## src/rtl/shift_reg_piso_tx_if.sv

```systemverilog
// Parallel-word and serial-beat handshake bundle for shift_reg_piso_tx.
// master = word source / serial sink side, slave = the transmitter.
interface shift_reg_piso_tx_if #(
  parameter int WIDTH = 4
);
  logic             in_valid;
  logic [WIDTH-1:0] in_data;
  logic             in_ready;
  logic             ser_valid;
  logic             ser_out;
  logic             ser_last;
  logic             ser_ready;
  logic             busy;

  modport master (
    output in_valid, in_data, ser_ready,
    input  in_ready, ser_valid, ser_out, ser_last, busy
  );

  modport slave (
    input  in_valid, in_data, ser_ready,
    output in_ready, ser_valid, ser_out, ser_last, busy
  );
endinterface

```

## src/rtl/shift_reg_piso_tx.sv

```systemverilog
// Parallel-in serial-out transmitter with valid/ready on both sides.
// Optional even-parity trailer beat enabled by defining PISO_TX_PARITY_EN.
module shift_reg_piso_tx #(
  parameter int WIDTH     = 4,
  parameter bit MSB_FIRST = 1'b1
) (
  input logic               clk,
  input logic               rst_n,
  shift_reg_piso_tx_if.slave bus
);

  localparam int CW = $clog2(WIDTH + 1);
`ifdef PISO_TX_PARITY_EN
  localparam int unsigned BEATS = WIDTH + 1;
`else
  localparam int unsigned BEATS = WIDTH;
`endif
  localparam logic [CW-1:0] LAST_IDX = CW'(BEATS - 1);

  typedef enum logic {IDLE, SHIFT} state_t;

  state_t           state;
  logic [WIDTH-1:0] shreg;
  logic [CW-1:0]    cnt;
  logic             data_bit;
  logic             tx_bit;
  logic             beat;
  logic             load;

`ifdef PISO_TX_PARITY_EN
  logic parity;

  always_ff @(posedge clk or negedge rst_n) begin
    if (!rst_n) begin
      parity <= 1'b0;
    end else if (load) begin
      parity <= ^bus.in_data;
    end
  end

  // Data is fully shifted out by the parity beat, so the bit source switches.
  always_comb begin
    tx_bit = data_bit;
    if (cnt == CW'(WIDTH)) tx_bit = parity;
  end
`else
  always_comb begin
    tx_bit = data_bit;
  end
`endif

  always_comb begin
    data_bit      = MSB_FIRST ? shreg[WIDTH-1] : shreg[0];
    bus.ser_valid = (state == SHIFT);
    bus.busy      = (state == SHIFT);
    bus.ser_last  = (state == SHIFT) && (cnt == LAST_IDX);
    bus.ser_out   = (state == SHIFT) && tx_bit;
    beat          = bus.ser_valid && bus.ser_ready;
    bus.in_ready  = (state == IDLE) || (beat && bus.ser_last);
    load          = bus.in_valid && bus.in_ready;
  end

  // A load on the final-beat edge takes priority over the shift/idle return.
  always_ff @(posedge clk or negedge rst_n) begin
    if (!rst_n) begin
      state <= IDLE;
      shreg <= '0;
      cnt   <= '0;
    end else if (load) begin
      state <= SHIFT;
      shreg <= bus.in_data;
      cnt   <= '0;
    end else if (beat) begin
      if (MSB_FIRST) shreg <= {shreg[WIDTH-2:0], 1'b0};
      else           shreg <= {1'b0, shreg[WIDTH-1:1]};
      cnt <= cnt + 1'b1;
      if (bus.ser_last) state <= IDLE;
    end
  end

endmodule

```

## src/flat_wrapper.sv

```systemverilog
// flat-port wrapper written by rule: the top's interface ports become plain ports
module shift_reg_piso_tx_flat 
#(
  parameter int WIDTH     = 4,
  parameter bit MSB_FIRST = 1'b1
)
  (clk, rst_n, bus_in_valid, bus_in_data, bus_ser_ready, bus_in_ready, bus_ser_valid, bus_ser_out, bus_ser_last, bus_busy);
  shift_reg_piso_tx_if #(.WIDTH(WIDTH)) bus_i ();
  input logic clk;
  input logic rst_n;
  input wire logic [$bits(bus_i.in_valid)-1:0] bus_in_valid;
  input wire logic [$bits(bus_i.in_data)-1:0] bus_in_data;
  input wire logic [$bits(bus_i.ser_ready)-1:0] bus_ser_ready;
  output wire logic [$bits(bus_i.in_ready)-1:0] bus_in_ready;
  output wire logic [$bits(bus_i.ser_valid)-1:0] bus_ser_valid;
  output wire logic [$bits(bus_i.ser_out)-1:0] bus_ser_out;
  output wire logic [$bits(bus_i.ser_last)-1:0] bus_ser_last;
  output wire logic [$bits(bus_i.busy)-1:0] bus_busy;
  assign bus_i.in_valid = bus_in_valid;
  assign bus_i.in_data = bus_in_data;
  assign bus_i.ser_ready = bus_ser_ready;
  assign bus_in_ready = bus_i.in_ready;
  assign bus_ser_valid = bus_i.ser_valid;
  assign bus_ser_out = bus_i.ser_out;
  assign bus_ser_last = bus_i.ser_last;
  assign bus_busy = bus_i.busy;
  shift_reg_piso_tx #(.WIDTH(WIDTH), .MSB_FIRST(MSB_FIRST)) u_core (.clk(clk), .rst_n(rst_n), .bus(bus_i));
endmodule
```

## config.mk

```make
export PLATFORM = sky130hd
export DESIGN_NAME = shift_reg_piso_tx_flat
export DESIGN_NICKNAME = d
export VERILOG_FILES = /design/src/rtl/shift_reg_piso_tx_if.sv /design/src/rtl/shift_reg_piso_tx.sv /design/src/flat_wrapper.sv
export SDC_FILE = /design/constraint.sdc
export NUM_CORES = 1
export LEC_CHECK = 0
export ABC_CLOCK_PERIOD_IN_PS = 1800
export CAP_MARGIN = 5
export CORE_AREA = 2 2 39 41
export DETAILED_ROUTE_END_ITERATION = 10
export DIE_AREA = 0 0 41 43
export PLACE_DENSITY = 0.67
export SETUP_SLACK_MARGIN = 0.1
export SLEW_MARGIN = 40
export SYNTH_ARGS = -nofsm -noshare
export SYNTH_HDL_FRONTEND = slang
export SYNTH_SLANG_ARGS = --single-unit
```

## constraint.sdc

```tcl
create_clock -name clk -period 1.8 [get_ports clk]
set_clock_uncertainty 0.2 [all_clocks]
set_input_delay 0.18 -clock clk [delete_from_list [all_inputs] [get_ports clk]]
set_output_delay 0.18 -clock clk [all_outputs]
set_load 0.01 [all_outputs]
```

==> impl_metrics.yaml <==
setup_path:
  cp_max_fo: 4
  r2r_start: "u_core.cnt[0]$_DFFE_PN0P_"
  reg2reg_slack_ns: 0.14
  crit_path_start_kind: "flop"
  r2r_end: "u_core.shreg[1]$_DFFE_PN0P_"
  critical_path_arrival_ns: 1.28
  cp-endpoint: "bus_ser_last"
  cp-end-kind: "primary output"
  required_ns: 1.42
  worst_r2r_path_depth: 6
  crit_start: "u_core.cnt[0]$_DFFE_PN0P_"
  path_class: "flop to primary output"
status:
  status: "finished clean"
floorplanning:
  die_width_um: 41
  rows: 14
  start_util_pct: 38.6
  core_sq_um: 1380
  fp.dieArea_sq_um: 1760
  die_h_um: 43
  boundaryPins: 13
detailed_routing:
  wl_per_cell_um: 13.0
  vias: 469
  drtIter0Drc: 10
  vias_per_cell: 5.04
  dr.pass1.iters: 4
  ant_nets: 0
  routed_wl_um: 1210
  drc_errors: 0
clock_tree:
  cts_num_sinks: 8
  clock_latency_ns: 0.25
  cts-root-buf: "clkbuf_4"
  cts_buffers: 3
  h-tree-depth: 1
  clk_path_buf_depth: 2
  clkTransAtPathRegs_ns: 0.05
  cts_tree: "built"
cells_and_area:
  layout.nets: 89
  diodes: 0
  area_growth_pct: 44.5
  finalNonFillerCells: 93
  fillers: 130
  drive_gt1_share_pct: 32.5
power:
  peakVddDrop_mv: 0.780
  powerDensity_nw_per_um2: 1340
  power_mw: 1.04
  clock_power_share_pct: 12.8
  sequentialPowerShare_pct: 28.6
  p_leak_nw: 0.373
  swShare_pct: 33.5
  p_sw_mw: 0.347
  intPower_mw: 0.690
  p_comb_share_pct: 58.6
sta:
  max_freq_mhz: 602
  finalHoldViolCount: 0
  layout_min_cycle_time_ns: 1.66
  relSlewSlack_pct: 74.9
  setup_viol: 0
  rsz0062_at_grt: "yes"
  tightest_slew_ns: 0.376
  fin_crit_sh_pct: 92.4
  holdWs_ns: 0.0135
  finalMaxSlewViolations: 0
placement:
  dp_hpwl_um: 831
  io_buffers: 12
  placed_cells: 86
  place_congestion: 0.805
synthesis:
  synthesis.area_sq_um: 534
  ys_types: 27
  syn_avg_cell_area_sq_um: 9.89
  syn_inst: 54
  synth.yosys.seq_area_share_pct: 37.5
  synth_fp_nets: 64
  ys_ff_latch: 8
  yosysWarningCount: 0
global_route:
  grt_max_degree: 14
  grt_pass1_wl_um: 2100
  antenna_found_initial: 0
  gr-total-overflow: 0
  first_global_vias: 462
  grtUsageTotal_pct: 18.0
worst_hold_path:
  hp-class: "primary input to asynchronous set/reset pin"
job:
  cap_violations: 0
-- critical path, cell delays in order (launching register included) --
cell	delay (ns)
dfrtp_1	0.38
ha_2	0.21
ha_4	0.18
and2_1	0.14
buf_2	0.13
-- layout make-up --
| class | instances | area [sq um] | share of cell area (%) |
|---|---|---|---|
| clock buffers | 3 | 22.5 | 2.92 |
| inverters | 2 | 7.51 | 0.972 |
| multi-input cells | 40 | 315 | 40.8 |
| flip-flops and latches | 8 | 201 | 26.1 |
| well taps | 16 | 20.0 | 2.59 |
| repair buffers | 24 | 205 | 26.6 |
-- stage by stage --
stage	area (sq um)	utilization [%]	TNS, ns	setup WS, ns
CTS	737	53.3	0	0.111
global placement	701	50.6	0	0.0362
finish	772	55.8	0	0.138
global route	772	55.8	0	0.0363
detailed placement	701	50.6	-0.00506	-0.00506
floorplan	534	-	0	0.241
-- routing by layer --
layer	vias to the layer above	global-route usage [%]	wire length [um]
met2	13	26.9	589
li1	238	-	-
met4	0	10.0	8
met3	2	1.57	49
met1	216	24.3	562
met5	-	0	0
-- layout by cell type (no fill, tap or decap), drive strengths merged --
master / Yosys / routed
dfrtp: 8 / 8
mux2: 2 / 2
a32o: 1 / 1
clkdlybuf4s50: 0 / 9
a31oi: 1 / 1
and4: 1 / 1
o22ai: 2 / 2
a21oi: 1 / 1
nand2: 4 / 4
nor2: 2 / 2
dlygate4sd2: 0 / 1
a222oi: 1 / 1
a22o: 1 / 1
buf: 4 / 14
inv: 2 / 2
and3b: 1 / 1
a211oi: 1 / 1
nor3b: 1 / 1
and2: 2 / 2
nor3: 1 / 1
and2b: 3 / 3
nand2b: 1 / 1
nor2b: 1 / 1
ha: 2 / 2
clkbuf: 0 / 3
mux2i: 3 / 3
o21ai: 4 / 4
or2b: 4 / 4
-- registers in the layout, summed over array words and instances (netlist names) --
signal and cells:
u_core.shreg 4, u_core.cnt 3, u_core.bus.busy 1
-- power groups by stage --
stage	sequential (mW)	combinational [mW]	clock, mW
2_1_floorplan	0.294	0.310	0
6_report	0.296	0.608	0.132
3_5_place_dp	0.301	0.513	0
5_1_grt	0.303	0.682	0.152
4_1_cts	0.297	0.531	0.140
3_3_place_gp	0.297	0.505	0
-- cell families (layout without fill, tap and decap cells) --
| family | count (synthesis) | after routing | synth area share [%] |
|---|---|---|---|
| and+or+nand+nor | 21 | 21 | 25.1 |
| AOI/OAI and AO/OA | 12 | 12 | 15.2 |
| DFF | 8 | 8 | 37.5 |
| buffers and inverters | 6 | 29 | 7.73 |
| muxes | 5 | 5 | 9.84 |
| adders and majority gates | 2 | 2 | 4.68 |
-- cell usage after synthesis --
library cell	number	area, sq um
mux2i_1	3	30.0
a31oi_1	1	6.26
buf_6	1	11.3
and2b_1	3	22.5
nand2_2	1	6.26
a222oi_1	1	10.0
a22o_2	1	10.0
o22ai_1	2	12.5
or2b_1	4	30.0
o21ai_0	4	20.0
and2_1	2	12.5
nor2_1	2	7.51
nand2_1	3	11.3
dfrtp_1	8	200
nor3_1	1	5.00
a32o_1	1	10.0
ha_1	2	25.0
a21oi_1	1	5.00
inv_1	2	7.51
and4_2	1	10.0
a211oi_1	1	7.51
nor2b_1	1	6.26
nor3b_1	1	7.51
mux2_2	2	22.5
buf_4	3	22.5
nand2b_1	1	6.26
and3b_1	1	8.76
-- how the worst min path moves through the flow --
stage / to / slack (ns)
6_report: u_core.cnt[1]$_DFFE_PN0P_ / 0.01
3_3_place_gp: u_core.shreg[0]$_DFFE_PN0P_ / 0.28
3_5_place_dp: u_core.shreg[0]$_DFFE_PN0P_ / 0.28
5_1_grt: u_core.cnt[1]$_DFFE_PN0P_ / 0.04
2_1_floorplan: u_core.bus.busy$_DFFE_PN0P_ / -0.32
4_1_cts: u_core.cnt[1]$_DFFE_PN0P_ / 0.02
-- what timing repair did --
action	in CTS	in global routing
hold buffers	0	0
endpoints found under the setup margin	7	4
pin swaps	2	2
setup buffers	1	3
resized for setup	14	3
Power figures use the tool's default switching activity.
